===== src/rtl/logic_wb_buffer.sv =====
`default_nettype none
// ============================================================================
// Module   : logic_wb_buffer
// Brief    : In-order write-back buffer for logic-unit results. Stores
//            {data, tag, zero, neg} per entry, drains to the register file
//            over valid/ready, and reports pending-tag hits for hazard
//            detection in decode.
// Revision : 1.0 - initial release
// ============================================================================
module logic_wb_buffer #(
    parameter int DATA_W = 32,
    parameter int TAG_W  = 5,
    parameter int DEPTH  = 4
) (
    input  logic                       clk,
    input  logic                       rst_n,
    // Producer side (logic unit)
    input  logic                       in_valid,
    output logic                       in_ready,
    input  logic [DATA_W-1:0]          in_data,
    input  logic [TAG_W-1:0]           in_tag,
    // Consumer side (register-file write port)
    output logic                       wb_valid,
    input  logic                       wb_ready,
    output logic [DATA_W-1:0]          wb_data,
    output logic [TAG_W-1:0]           wb_tag,
    output logic                       wb_zero,
    output logic                       wb_neg,
    // Control and status
    input  logic                       flush,
    input  logic [TAG_W-1:0]           chk_tag,
    output logic                       chk_hit,
    output logic [$clog2(DEPTH):0]     count
);

    localparam int c_AW = $clog2(DEPTH);
    localparam int c_CW = c_AW + 1;
    localparam logic [c_CW-1:0] c_FULL = c_CW'(DEPTH);

    // Entry storage. Payload needs no reset: the valid bits and count
    // decide whether a location is meaningful.
    logic [DATA_W-1:0] r_data [DEPTH];
    logic [TAG_W-1:0]  r_tag  [DEPTH];
    logic [DEPTH-1:0]  r_zero;
    logic [DEPTH-1:0]  r_neg;
    logic [DEPTH-1:0]  r_vld;

    logic [c_AW-1:0]   r_wr_ptr;
    logic [c_AW-1:0]   r_rd_ptr;
    logic [c_CW-1:0]   r_count;

    logic              w_full;
    logic              w_empty;
    logic              w_push;
    logic              w_pop;
    logic              w_in_zero;
    logic              w_in_neg;
    logic              w_hit;

    // Status derived purely from registered state, so in_ready has no
    // combinational dependence on wb_ready (no pass-through when full).
    always_comb begin
        w_full  = (r_count == c_FULL);
        w_empty = (r_count == '0);
    end

    // Handshake qualification; flush overrides both transfers.
    always_comb begin
        w_push = in_valid & ~w_full  & ~flush;
        w_pop  = wb_ready & ~w_empty & ~flush;
    end

    // Flags are computed once at push time and stored with the entry.
    always_comb begin
        w_in_zero = (in_data == '0);
        w_in_neg  = in_data[DATA_W-1];
    end

    // Payload write on push.
    always_ff @(posedge clk) begin
        if (w_push) begin
            r_data[r_wr_ptr] <= in_data;
            r_tag[r_wr_ptr]  <= in_tag;
            r_zero[r_wr_ptr] <= w_in_zero;
            r_neg[r_wr_ptr]  <= w_in_neg;
        end
    end

    // Per-entry valid bits: set on push, cleared on pop, all cleared on flush.
    // Push and pop never target the same slot in one cycle unless the buffer
    // is full, and a full buffer refuses the push.
    always_ff @(posedge clk or negedge rst_n) begin
        if (!rst_n) begin
            r_vld <= '0;
        end else if (flush) begin
            r_vld <= '0;
        end else begin
            if (w_pop) begin
                r_vld[r_rd_ptr] <= 1'b0;
            end
            if (w_push) begin
                r_vld[r_wr_ptr] <= 1'b1;
            end
        end
    end

    // Write pointer: wraps naturally since DEPTH is a power of two.
    always_ff @(posedge clk or negedge rst_n) begin
        if (!rst_n) begin
            r_wr_ptr <= '0;
        end else if (flush) begin
            r_wr_ptr <= '0;
        end else if (w_push) begin
            r_wr_ptr <= r_wr_ptr + c_AW'(1);
        end
    end

    // Read pointer: advances on each accepted pop.
    always_ff @(posedge clk or negedge rst_n) begin
        if (!rst_n) begin
            r_rd_ptr <= '0;
        end else if (flush) begin
            r_rd_ptr <= '0;
        end else if (w_pop) begin
            r_rd_ptr <= r_rd_ptr + c_AW'(1);
        end
    end

    // Occupancy counter; simultaneous push and pop leave it unchanged.
    always_ff @(posedge clk or negedge rst_n) begin
        if (!rst_n) begin
            r_count <= '0;
        end else if (flush) begin
            r_count <= '0;
        end else begin
            case ({w_push, w_pop})
                2'b10:   r_count <= r_count + c_CW'(1);
                2'b01:   r_count <= r_count - c_CW'(1);
                default: r_count <= r_count;
            endcase
        end
    end

    // Hazard check over registered entries only; an entry being pushed this
    // cycle is not visible yet, one being popped this cycle still hits.
    always_comb begin
        w_hit = 1'b0;
        for (int i = 0; i < DEPTH; i++) begin
            if (r_vld[i] && (r_tag[i] == chk_tag)) begin
                w_hit = 1'b1;
            end
        end
    end

    // Output mapping: head entry is a combinational read at rd_ptr.
    always_comb begin
        in_ready = ~w_full;
        wb_valid = ~w_empty;
        wb_data  = r_data[r_rd_ptr];
        wb_tag   = r_tag[r_rd_ptr];
        wb_zero  = r_zero[r_rd_ptr];
        wb_neg   = r_neg[r_rd_ptr];
        chk_hit  = w_hit;
        count    = r_count;
    end

endmodule
`default_nettype wire


===== config.mk =====
export PLATFORM = sky130hd
export DESIGN_NAME = logic_wb_buffer
export DESIGN_NICKNAME = d
export VERILOG_FILES = /design/src/rtl/logic_wb_buffer.sv
export SDC_FILE = /design/constraint.sdc
export NUM_CORES = 1
export LEC_CHECK = 0
export ABC_AREA = 1
export CAP_MARGIN = 5
export CORE_MARGIN = 5
export CORE_UTILIZATION = 51
export CTS_BUF_LIST = sky130_fd_sc_hd__clkbuf_4
export DETAILED_ROUTE_END_ITERATION = 6
export PLACE_DENSITY = 0.86
export SLEW_MARGIN = 20
export SYNTH_ARGS = -nofsm -noshare
export SYNTH_HDL_FRONTEND = slang
export SYNTH_SLANG_ARGS = --single-unit

===== constraint.sdc =====
create_clock -name clk -period 2.8 [get_ports clk]
set_clock_uncertainty 0.2 [all_clocks]
set_input_delay 0.56 -clock clk [delete_from_list [all_inputs] [get_ports clk]]
set_output_delay 0.56 -clock clk [all_outputs]
set_load 0.02 [all_outputs]

### Word level (Yosys, flattened, before mapping)

Memory sizes are Yosys's and may differ from the RTL's.
Index checks and enable logic that the tools add are counted.

* register bits: 19
* bits in latches: 0
* memory bits (writable): 148
* bits in read-only memories: 0
* output and inout port bits: 45
* memories: 2

Memory list
* r_data: depth 4, bits a word 32, rd ports 1, clocked after memory_dff 0, write ports 1, RTL line 42 `logic [DATA_W-1:0] r_data [DEPTH];`
* r_tag: depth 4, bits a word 5, rd ports 5, clocked after memory_dff 0, write ports 1, RTL line 43 `logic [TAG_W-1:0] r_tag [DEPTH];`

* $add $sub $neg: 4
* multiply operators: 0
* div/mod/pow operators: 0
* $lt $le $gt $ge: 4
* equality and inequality tests: 7
* shift operators: 0
* multiplexer cells: 26
* bitwise gates (word level): 10
* reductions and logical operators: 11

Operators with widths (count)
* 32-bit zero test: 1
* 5-bit == test: 4
* 4-bit 2-to-1 mux: 4
* 1-bit 2-to-1 mux: 10
* 4-bit bitwise mux: 2
* 2-bit 2-to-1 mux: 4
* 1-bit logical AND: 6
* 2-bit by 3-bit < comparator with 1-bit output, second input constant: 2
* 3-bit case mux with 2 select lines: 1
* 2-bit by 1-bit adder with 2-bit output, second input constant: 2
* 1-bit AND: 4
* 4-bit AND: 1
* 1-bit binary-select mux with 2-bit select: 2
* 1-bit demux with 2-bit select: 2
* 2-bit by 1-bit >= comparator with 1-bit output, second input constant: 2
* 4-bit NOT: 1
* 4-bit bitwise OR: 1
* 2-bit nonzero test: 2
* 3-bit by 1-bit adder with 3-bit output, second input constant: 1
* 3-bit == test, second input constant: 1
* 3-bit zero test: 1
* 3-bit 2-to-1 mux: 1
* 1-bit NOT: 3
* 3-bit nonzero test: 1
* 3 further kinds: 3

### Longest topological paths before layout

Gate-level depths: netlist of the first run.

* depth after elaboration: 11
* gate-level depth with buffers: 12

### Least setup slack after synthesis of the first run

OpenSTA, ideal clock, no wires.

* path type: reg2reg
* start point: register r_count[0], in the netlist count[0]
* end point: memory r_data[0][0] (enable)
* library setup time: 0.435 ns
* arrival time: 2.643 ns
* data required time: 2.165 ns
* setup slack: -0.477 ns
* stages on the path, launching flop included: 5
* clock period less this slack: 3.277 ns
* cells stage by stage: dfrtp_1 nor2_2 nand2_2 nand3_1 nor2_1

* word-level cells in the longest chain between the ends: 6

RTL lines
* start, declared: RTL line 50 `logic [c_CW-1:0] r_count;`
* start signal, assigned: RTL line 137 `2'b10: r_count <= r_count + c_CW'(1);`
* start signal, assigned: RTL line 138 `2'b01: r_count <= r_count - c_CW'(1);`
* start signal, assigned: RTL line 139 `default: r_count <= r_count;`
* 3-bit == test: RTL line 63 `w_full = (r_count == c_FULL);`
* 1-bit NOT
* named net in_ready: RTL line 19 `output logic in_ready,`
* 1-bit AND (2 in a row): RTL line 69 `w_push = in_valid & ~w_full & ~flush;`
* 1-bit 2-to-1 mux: RTL line 81 `if (w_push) begin`
* 1-bit 2-to-1 mux (not written as such): RTL line 82 `r_data[r_wr_ptr] <= in_data;`
* end, declared: RTL line 42

The timed path passes the listed nets, and every way through them passes these cells.

### Worst setup path in the final report of the first run

* start point: register r_rd_ptr[0]
* end point: output port wb_data[17]

* word-level cells in the longest chain between the ends: 1

RTL lines
* start, declared: RTL line 49 `logic [c_AW-1:0] r_rd_ptr;`
* start signal, assigned: RTL line 125 `r_rd_ptr <= r_rd_ptr + c_AW'(1);`
* memory 4 x 32 bit
* end, declared: RTL line 25 `output logic [DATA_W-1:0] wb_data,`

Every way passes these cells.

==> impl_metrics.toml, run 1 <==
[clock_tree]
htree_levels = 4
cts_root_buf = "clkbuf_4"
clkLatencyLatePin_ps = 550
clock-sinks = 163
cts_tree = "done"
ctsHoldBuffers = 0
clockBufferDepth = 2
cts-buffers-inserted = 17
clk_pin_slew_ps = 140

[setup_path]
path_depth = 5
crit_family = "buffers and inverters"
worst-path-buf-inv = 3
crit_path_top_delay_cell = "dfrtp_2"
crit_path_cell_trace = "inv_4, buf_12, nor2_1, o22ai_1, dlygate4sd2_1"
cp-end-kind = "output port"
reg2reg_depth = 12
start_kind = "flop"
cp_max_fo = 30
critPathRequiredTime_ps = 2040
crit_type = "reg2out"
arrival_ps = 1950
cpPeakStageDelay_ps = 490

[die]
start_util_pct = 52.4
dieArea_mm2 = 0.0155
die_x_um = 124
core-area_mm2 = 0.0127
num_rows = 41
ios = 92
dieHeight_um = 124

[synthesis]
syn_nets = 582
yosys-top-cells-area = "edfxtp_1 (68%), o21ai_0 (6.3%), nor2_1 (4.9%), dfrtp_1 (4.1%), o22ai_1 (3.6%)"
synth_top_area_share_pct = 68.5
syn_inst = 526
ys_seq_area_share_pct = 72.6
syn_avg_cell_area_um2 = 12.7
ys_types = 32
synth_top_area_cell = "edfxtp_1"
yosysWarnings = 0
synth-seq-cells = 163
syn_area_mm2 = 0.00667

[route]
vias_per_cell = 5.60
drt_iter0_markers = 393
ant_nets = 0
routedWlPerCell_um = 18.1
num_vias = 4589
drc_errors = 0
wl_um = 14800
first_pass_iters = 5

[sta]
rsz0062_at_grt = "true"
period_share_pct = 96.9
hold_viol = 0
worstMarginPinSlew_ps = 528
setup_tns_ps = 0
hold_ws_ps = 126
max_freq_ghz = 0.369
postLayoutSetupSlackWorst_ps = 87.4
relSlewSlack_pct = 64.5
min_period_ps = 2710
setup_viol = 0
maxSlewViolCount = 0

[place]
dpl.cell_count = 787
dp_slack_ps = -295
gp_congestion = 0.856
dpl.hpwl_um = 9580
portBuffers = 91

[finish]
area_growth_pct = 22.5
diodes = 0
drive_above_1_share_pct = 17.5
finalNonFillerCells = 819
final_net_count = 690

[grt]
grt_max_degree = 45
grt-ovfl-total = 0
grt_pass1_vias = 4767
grt_first_pass_wirelength_um = 24400
gr-usage-all-layers_pct = 19.7
antenna_found_initial = 0

[hold_path]
hp-class = "in2async"

[job]
drv_cap = 0

[power]
p_per_area_mw_per_mm2 = 806
ir_worst_vdd_v = 0.000408
p_leak_nw = 2.94

[run_status]
run_status = "complete, no violations"
## worst reg2reg max path, cell delays in order, from the launching register on
cell	delay (ps)
dfrtp_1	500
nor2_4	80
nand2_2	100
nand2_4	80
nand3_4	110
inv_1	60
fa_1	370
xnor2_1	230
inv_1	60
nand2_1	60
nand2_1	50
nand2_1	60
nand2_1	40
## what timing repair did
item / 4_1_cts / 5_1_grt
endpoints found under the setup margin: 40 / 38
pin swaps: 1 / 3
resized for setup: 72 / 51
buffers inserted: 0 / 0
endpoints found under the hold margin: 0 / 0
## cell usage after synthesis (all sizes together)
master and n:
xnor2 1, a21oi 16, dfrtp 11, nand4 2
o21ai 85, ha 8, nor4 6, nand2 44
o22ai 38, clkbuf 15, or2 3, nand3b 1
edfxtp 152, a21boi 1, nand3 10, nor3 1
fa 1, buf 10, xor2 3, a31o 4
nor2 88, inv 26
## final timing paths
check,slack [ps],start,to
max,90,r_rd_ptr[0]$_DFFE_PN0P_,wb_data[17]
min,130,rst_n,r_vld[1]$_DFF_PN0_
max reg2reg,720,count[0]$_DFFE_PN0P_,count[2]$_DFFE_PN0P_
min reg2reg,370,r_vld[3]$_DFF_PN0_,r_vld[3]$_DFF_PN0_
max in group asynchronous,1910,rst_n,r_rd_ptr[0]$_DFFE_PN0P_
min in group clk,370,r_vld[3]$_DFF_PN0_,r_vld[3]$_DFF_PN0_
## per-layer routing
metal / GRT usage, % / vias up / wire (um) / part of all wire (%)
met3: 5.53 / 20 / 949 / 6.4
li1: - / 2144 / - / -
met1: 25.1 / 2261 / 6150 / 42
met2: 32.5 / 164 / 7470 / 50
met5: 0 / - / 0 / 0
met4: 6.90 / 0 / 231 / 1.6
## cell usage in the layout (no fill, tap or decap), types with 6 or more instances in the layout
cell type / Yosys / layout
edfxtp_1: 152 / 152
o21ai_0: 84 / 84
nor2_1: 87 / 83
clkdlybuf4s50_1: 0 / 51
nand2_1: 39 / 39
o22ai_1: 38 / 37
inv_1: 24 / 24
clkbuf_2: 0 / 24
clkbuf_4: 0 / 19
a21oi_1: 15 / 15
buf_4: 1 / 13
dfrtp_1: 11 / 10
nand3_1: 9 / 9
ha_1: 8 / 8
buf_12: 0 / 8
nor4_1: 6 / 6
## sequential cells by signal (all words and copies together), names as in the netlist
register / cells
r_neg: 3
r_zero: 4
count: 3
r_rd_ptr: 2
r_data: 125
r_vld: 4
r_tag: 20
r_wr_ptr: 2
## through the flow
stage          util, %  area, um2  power, mW
2_1_floorplan        -       6670       4.28
3_3_place_gp      62.7       7980       5.38
4_1_cts           65.0       8270       6.69
5_1_grt           64.2       8170       6.94
3_5_place_dp      62.7       7980       5.43
6_report          64.2       8170       6.58
## report_power, final
group / switching, mW / internal [mW] / total (mW)
Clock: 0.792 / 0.636 / 1.43
Sequential: 0.0959 / 2.85 / 2.94
Combinational: 1.42 / 0.789 / 2.21
Total: 2.31 / 4.27 / 6.58
## cells by family after synthesis
kind of cell | share of synthesized area [%]
compound gates | 12.0
flops | 72.6
simple gates | 9.89
xor+xnor | 0.526
buf+inv | 3.19
fa+ha+maj | 1.80
## final cells by class
cell class,count,area (um2)
clock buffers,19,143
clock inverters,13,160
fillers,1015,4560
inverters,26,100
multi-input cells,312,1660
flip-flops and latches,163,4840
well taps,172,215
repair buffers,114,1050
(Power assumes the default switching activity.)
==> run 2, diff against run 1 <==
--- a/config.mk
+++ b/config.mk
@@ -8,10 +8,11 @@
 export ABC_AREA = 1
 export CAP_MARGIN = 5
 export CORE_MARGIN = 5
-export CORE_UTILIZATION = 51
+export CORE_UTILIZATION = 49
 export CTS_BUF_LIST = sky130_fd_sc_hd__clkbuf_4
+export CTS_CLUSTER_SIZE = 20
 export DETAILED_ROUTE_END_ITERATION = 6
-export PLACE_DENSITY = 0.86
+export PLACE_DENSITY = 0.83
 export SLEW_MARGIN = 20
 export SYNTH_ARGS = -nofsm -noshare
 export SYNTH_HDL_FRONTEND = slang
==> impl_metrics.toml, run 2 (synthesis results as in run 1) <==
[run_status]
run_status = "complete, no violations"

[grt]
gr-usage-all-layers_pct = 19.4
grt-ovfl-total = 0
grt_first_pass_wirelength_um = 24200
antenna_found_initial = 0
grt_max_degree = 67
grt_pass1_vias = 4827

[setup_path]
reg2reg_depth = 11
rr_endpoint = "count[2]$_DFFE_PN0P_"
crit_path_start = "r_rd_ptr[1]$_DFFE_PN0P_"
cp_max_fo = 26
start_kind = "flop"
cp-end-kind = "output port"
r2r-start = "count[0]$_DFFE_PN0P_"
arrival_ps = 1940
critPathRequiredTime_ps = 2040
r2r_setup_slack_ps = 660
crit_type = "reg2out"

[power]
p_leak_nw = 2.98
totalPowerFinal_mw = 6.65
ir_worst_vdd_v = 0.000459
p_per_area_mw_per_mm2 = 808

[route]
drt_iter0_markers = 456
drc_errors = 0
first_pass_iters = 5
ant_nets = 0
routedWlPerCell_um = 19.3
num_vias = 4671
vias_per_cell = 5.68
wl_um = 15900

[job]
drv_cap = 0

[clock_tree]
cts_tree = "done"
clockBufferDepth = 2
htree_levels = 4
cts-buffers-inserted = 17
cts_root_buf = "clkbuf_4"
clkLatencyLatePin_ps = 540
clock-sinks = 163
clk_pin_slew_ps = 120
ctsHoldBuffers = 0

[sta]
setup_viol = 0
setup_tns_ps = 0
rsz0062_at_grt = "false"
period_share_pct = 96.5
relSlewSlack_pct = 57.3
postLayoutSetupSlackWorst_ps = 98.3
min_period_ps = 2700
worstMarginPinSlew_ps = 634
max_freq_ghz = 0.370
maxSlewViolCount = 0
hold_viol = 0

[die]
dieHeight_um = 127
core-area_mm2 = 0.0133
num_rows = 42
ios = 92
die_x_um = 127
start_util_pct = 50.2
dieArea_mm2 = 0.0160

[finish]
area_growth_pct = 23.4
diodes = 0
largest_reg_flops = 125
final_net_count = 692
multiInputGateArea_mm2 = 0.00168
seq_area_mm2 = 0.00484
layout_common_cells = "edfxtp_1 (152), o21ai_0 (83), nor2_1 (82)"
regMostFlops = "r_data"
final_area_mm2 = 0.00823
final_common_cell = "edfxtp_1"
fillers = 1024
fin_util_pct = 61.9
drive_above_1_share_pct = 18.7
reg.largest.list = "r_data: 125 flops, r_tag: 20 flops"

[hold_path]
hp-class = "in2async"

[place]
portBuffers = 91
gp_congestion = 0.889
dp_slack_ps = -347
postPlaceCellArea_mm2 = 0.00796
dpl.hpwl_um = 9660
-- run 2: how the worst max path moves through the flow --
| stage | end | cells past startpoint | slack, ps |
|---|---|---|---|
| after floorplan | r_data[0][0]$_DFFE_PP_ | 4 | -480 |
| after global placement | chk_hit | 8 | -250 |
| after detailed placement | chk_hit | 8 | -350 |
| after CTS | wb_data[31] | 4 | -70 |
| after global routing | wb_data[22] | 5 | 3 |
| final | wb_data[22] | 5 | 100 |
-- run 2: area by class of cell --
| cell class | count | share of cell area [%] |
|---|---|---|
| clock buffer | 19 | 1.73 |
| clock inverter | 11 | 1.67 |
| inverter | 26 | 1.22 |
| multi-input combinational | 312 | 20.5 |
| sequential | 163 | 58.9 |
| tap | 176 | 2.68 |
| timing repair buffer | 116 | 13.4 |
-- run 2: power breakdown --
part	internal (mW)	total (mW)	switching, mW
Sequential	2.85	2.94	0.0922
Clock	0.623	1.37	0.746
Combinational	0.838	2.34	1.50
-- run 2: worst max-delay path, cell delays in order (launching register included) --
cell,delay [ps]
dfrtp_1,440
inv_1,110
buf_6,230
o21ai_0,140
o22ai_1,130
clkdlybuf4s15_1,330
-- run 2: layer usage --
layer	part of all wire [%]	vias up	GRT usage, %
met5	0	-	0
met4	1.8	0	6.75
met3	7.2	26	5.25
met2	51	203	33.7
met1	40	2299	23.4
li1	-	2143	-
-- run 2: per-stage QoR --
stage / std cells / hold slack (ps)
after floorplan: 526 / 64.4
after global placement: 787 / 331
after detailed placement: 787 / 341
after CTS: 818 / 115
after global routing: 823 / 117
final: 823 / 142
-- run 2: timing repair --
| item | CTS | global route |
|---|---|---|
| gates resized for setup | 102 | 55 |
| setup endpoints to repair | 40 | 38 |
| buffers inserted | 0 | 3 |
| gates cloned | 1 | 2 |
| pin swaps | 0 | 6 |
==> run 3, diff against run 2 <==
--- a/config.mk
+++ b/config.mk
@@ -10,6 +10,7 @@
 export CORE_MARGIN = 5
 export CORE_UTILIZATION = 49
 export CTS_BUF_LIST = sky130_fd_sc_hd__clkbuf_4
+export CTS_CLUSTER_DIAMETER = 120
 export CTS_CLUSTER_SIZE = 20
 export DETAILED_ROUTE_END_ITERATION = 6
 export PLACE_DENSITY = 0.83
==> results of run 3 <==
Final layout, timing and power as in run 2 (identical DEF).
==> RTL change 1 (settings of run 2) <==
`DATA_W`: 32 -> 24.
--- a/src/rtl/logic_wb_buffer.sv
+++ b/src/rtl/logic_wb_buffer.sv
@@ -10,3 +10,3 @@
 module logic_wb_buffer #(
-    parameter int DATA_W = 32,
+    parameter int DATA_W = 24,
     parameter int TAG_W  = 5,
Interface: changed (resized in_data and wb_data); port bits go from 92 to 76. The function was not compared with the original's and may differ.
==> RTL change 1 against run 2 <==
  * Setup slack got worse by 0.0054 ns
  * Critical path type unchanged
  * Wire length fell by 21%
  * Cell area decreased by 18%
  * Sequential cell count shrank 32
  * Sequential share of layout area decreased by 1.0 points
  * Power decreased by 18%
  * Combinational power is 15% lower
  * Register-to-register slack improved by 0.17 ns
  * Critical endpoint is now wb_data[12]
  * Synthesized area decreased by 18%
==> RTL change 1: results (changes against run 2) <==
synth unique cells: 30 (was 32)
Slew Limit Headroom: 64.59% (was 57.35%)
wire per inst: 18.39 µm (was 19.30 µm)
Inst Count DP: 647 (was 787)
cts repair resizes: 34 (was 102)
Largest regs: r_data: 93 flops, r_tag: 20 flops (was r_data: 125 flops, r_tag: 20 flops)
Most used DFF post-synth: edfxtp_1 (unchanged)
yosys warns: 0 (unchanged)
Tmin final: 2.707 ns (was 2.702 ns)
Worst Setup EP: wb_data[12] (was wb_data[22])
seq pwr: 0.00237 W (was 0.00294 W)
Routability Congestion: 0.8770 (was 0.8893)
Worst R2R Setup Slack: 0.83 ns (was 0.66 ns)
Placed Area: 0.006510 mm² (was 0.007958 mm²)
utilization after layout: 61.61% (was 61.87%)
number of H-tree levels: 4 (unchanged)
nets@finish: 576 (was 692)
Post-synth EDFFs: 120 (was 152)
dpl hpwl: 8.128 mm (was 9.663 mm)
Overall Power: 0.005452 W (was 0.006647 W)
Total GRT Usage: 19.10% (was 19.39%)
worst hold path class: in2async (unchanged)
Worst R2R End: r_data[0][0] (was count[2])
clk_lat worst skew: 0.50 ns (was 0.54 ns)
Worst-path clk slew: 0.11 ns
WHS: 0.1870 ns (was 0.1417 ns)
sequential fraction of the synthesis area: 71.20% (was 72.58%)
Clock Power: 0.00111 W (was 0.00137 W)
P_int: 0.003431 W (was 0.004310 W)
ys async rst share: 8.397% (was 6.748%)
# port buffers: 75 (was 91)
Max Fanout on Critical Path: 35 (was 26)
initial antenna violation count: 0 (unchanged)
FF-to-FF path depth: 7 (was 11)
status: finished, final reports clean (unchanged)
synthesized net count: 484 (was 582)
Max VDD drop: 0.4461 mV (was 0.4586 mV)
first-pass GRT wire length: 19.42 mm (was 24.15 mm)
Detailed Routing Iterations Pass 1: 5 (unchanged)
fin cells: 680 (was 823)
Post-synth top cells: edfxtp_1 (120), nor2_1 (71), o21ai_0 (68) (was edfxtp_1 (152), nor2_1 (87), o21ai_0 (84))
Vias: 3758 (was 4671)
DRT iter0 DRCs: 297 (was 456)
syn avg cell area: 12.49 µm² (was 12.68 µm²)
Leak Pwr: 2.427 nW (was 2.982 nW)
pin count of the biggest net entering global routing: 53 (was 67)
# fillers: 823 (was 1024)
setup slack after placement: -0.1968 ns (was -0.3469 ns)
crit path from: r_rd_ptr[0] (was r_rd_ptr[1])
share of layout cells above drive strength 1: 15.93% (was 18.70%)
synth top area cells: edfxtp_1 (66%), o21ai_0 (6.2%), dfrtp_1 (5.1%) (was edfxtp_1 (68%), o21ai_0 (6.3%), nor2_1 (4.9%))
==> RTL change 1: cell types whose count changed after synthesis, moves of 4 or more <==
cell / delta
a21oi_1: -8
clkbuf_1: -4
edfxtp_1: -32
inv_1: -4
nand2_1: -6
nand3_1: -4
nor2_1: -16
o21ai_0: -16
o22ai_1: -7
==> RTL change 1: how the worst min path moves through the flow <==
stage / endpoint / start
final: r_vld[2] / rst_n
after CTS: count[0] / rst_n
after global placement: r_vld[1] / r_vld[1]
after global routing: count[2] / rst_n
after floorplan: count[0] / rst_n
after detailed placement: r_vld[1] / r_vld[1]
==> RTL change 1: layer usage <==
layer	vias up	wire, µm	global-route usage (%)
met4	0	109	5.164
li1	1770	-	-
met3	11	749	4.648
met1	1841	5313	24.54
met2	136	6335	32.68
met5	-	0	0
==> RTL change 1: kinds of logic (layout without fill, tap and decap cells) <==
| kind of cell | Yosys count | in the layout | share of synthesized area [%] |
|---|---|---|---|
| adder cells (fa/ha/maj) | 9 | 9 | 2.205 |
| XOR/XNOR | 7 | 7 | 1.125 |
| flip-flops | 131 | 131 | 71.20 |
| AND/OR/NAND/NOR | 129 | 129 | 10.34 |
| AO/OA/AOI/OAI | 115 | 115 | 11.62 |
| buffers and inverters | 45 | 149 | 3.514 |
==> RTL change 1: worst max-delay path: stages, from the launching register on <==
cell and delay (ns):
dfrtp_2 0.48, clkinvlp_4 0.13, buf_12 0.19, nor2_1 0.08, o22ai_1 0.20, dlygate4sd2_1 0.36
==> RTL change 1: final cells by class <==
| type | count | share of cell area (%) |
|---|---|---|
| tap | 140 | 2.611 |
| sequential | 131 | 57.84 |
| multi-input combinational | 260 | 20.98 |
| timing repair buffer | 93 | 13.34 |
| inverter | 25 | 1.567 |
| clock inverter | 14 | 1.753 |
| clock buffer | 17 | 1.903 |
==> RTL change 2 (settings of run 2) <==
Without the edit above. Put a register stage on the output `count`, with the module's reset. The value now appears one clock later. The other outputs are not delayed to match.
--- a/src/rtl/logic_wb_buffer.sv
+++ b/src/rtl/logic_wb_buffer.sv
@@ -38,2 +38,4 @@
     localparam logic [c_CW-1:0] c_FULL = c_CW'(DEPTH);
+
+    logic [$clog2(DEPTH):0] count_d;
 
@@ -163,3 +165,11 @@
         chk_hit  = w_hit;
-        count    = r_count;
+        count_d  = r_count;
+    end
+
+    always_ff @(posedge clk or negedge rst_n) begin
+        if (!rst_n) begin
+            count <= '0;
+        end else begin
+            count <= count_d;
+        end
     end
Formal check against the unedited RTL: not equivalent (a bounded check fails within 4 cycles, from zero or initial values and one cycle with rst_n low).
==> RTL change 2 against run 2 <==
  * Highest routed layer unchanged
  * Register-to-register slack worse by 0.05 ns
  * Setup slack worse by 0.020 ns
  * Wire length up 0.79%
  * Cell area up 1.7%
  * Sequential cell count up 3
  * Die area up 1.2%
  * Critical endpoint is now wb_neg
  * Power up 3.4%
  * Synthesized area up 1.4%
==> RTL change 2: results (changes against run 2) <==
status: finished, final reports clean (unchanged)
Max VDD drop: 0.3828 mV (was 0.4586 mV)
first-pass GRT wire length: 24.99 mm (was 24.15 mm)
Post-synth top cells: edfxtp_1 (152), nor2_1 (88), o21ai_0 (86) (was edfxtp_1 (152), nor2_1 (87), o21ai_0 (84))
Arrival @ worst endpoint: 1.96 ns (was 1.94 ns)
Inst Count DP: 796 (was 787)
Clock power frac: 19.8% (was 20.6%)
nets@finish: 695 (was 692)
sequential share of power: 43.8% (was 44.2%)
utilization after layout: 61.00% (was 61.87%)
Detail Route met3 WL: 1.033 mm (was 1.137 mm)
NetSw: 0.002387 W (was 0.002337 W)
Post-Route WL: 16.01 mm (was 15.89 mm)
wire per inst: 19.24 µm (was 19.30 µm)
routing usage on met3: 6.229% (was 5.254%)
synth top area cells: edfxtp_1 (68%), o21ai_0 (6.4%), dfrtp_1 (5.2%) (was edfxtp_1 (68%), o21ai_0 (6.3%), nor2_1 (4.9%))
Total GRT Usage: 20.18% (was 19.39%)
pin count of the biggest net entering global routing: 43 (was 67)
Routability Congestion: 0.8995 (was 0.8893)
Syn Inst Count: 531 (was 526)
Detailed Routing Iterations Pass 1: 4 (was 5)
synthesized net count: 587 (was 582)
Slowest cell on crit path: dfrtp_2 (was dfrtp_1)
dpl hpwl: 9.850 mm (was 9.663 mm)
Met2 Wirelength: 7.982 mm (was 8.094 mm)
Leak Pwr: 3.075 nW (was 2.982 nW)
## RTL change 2: cell count changes after synthesis, sizes merged, moves of 2 or more
cell,run 2,this run
dfrtp,11,14
nand2,44,41
inv,26,29
a21oi,16,14
o21ai,85,87
## RTL change 2: area by class of cell
type	instances	area (µm²)	share of cell area [%]
Sequential cell	166	4916	58.74
Clock buffer	18	135.1	1.615
Clock inverter	13	138.9	1.659
Antenna cell	1	2.502	0.02990
Inverter	29	113.9	1.360
Multi-Input combinational cell	310	1663	19.87
Timing Repair Buffer	115	1175	14.04
Tap cell	180	225.2	2.691
## RTL change 2: worst max-delay path by stage
stage                 from           end
6_report       r_rd_ptr[0]        wb_neg
4_1_cts        r_rd_ptr[1]   wb_data[19]
2_1_floorplan        flush  r_data[0][0]
5_1_grt        r_rd_ptr[0]        wb_neg
3_3_place_gp    chk_tag[3]       chk_hit
3_5_place_dp    chk_tag[1]       chk_hit
## RTL change 2: kinds of logic after synthesis
family | count (synthesis) | share of synthesized area [%]
AO/OA/AOI/OAI | 144 | 11.85
adder cells (fa/ha/maj) | 9 | 1.778
XOR/XNOR | 5 | 0.6480
buffers and inverters | 55 | 3.444
flip-flops | 166 | 72.73
AND/OR/NAND/NOR | 152 | 9.554
## RTL change 2: stage by stage
step                      setup slack, ns   TNS, ns  hold WS [ns]  total power (W)  instance area [µm²]
after floorplan                   -0.4408    -68.29       0.06441         0.004355                 6758
after global placement            -0.2228   -0.2228        0.2619         0.005452                 8051
after detailed placement          -0.3082   -0.3082        0.2798         0.005538                 8051
after CTS                         -0.2472    -1.406        0.1608         0.006899                 8393
after global routing             -0.03339  -0.03374        0.1841         0.007213                 8369
final                             0.07865         0        0.1787         0.006871                 8369
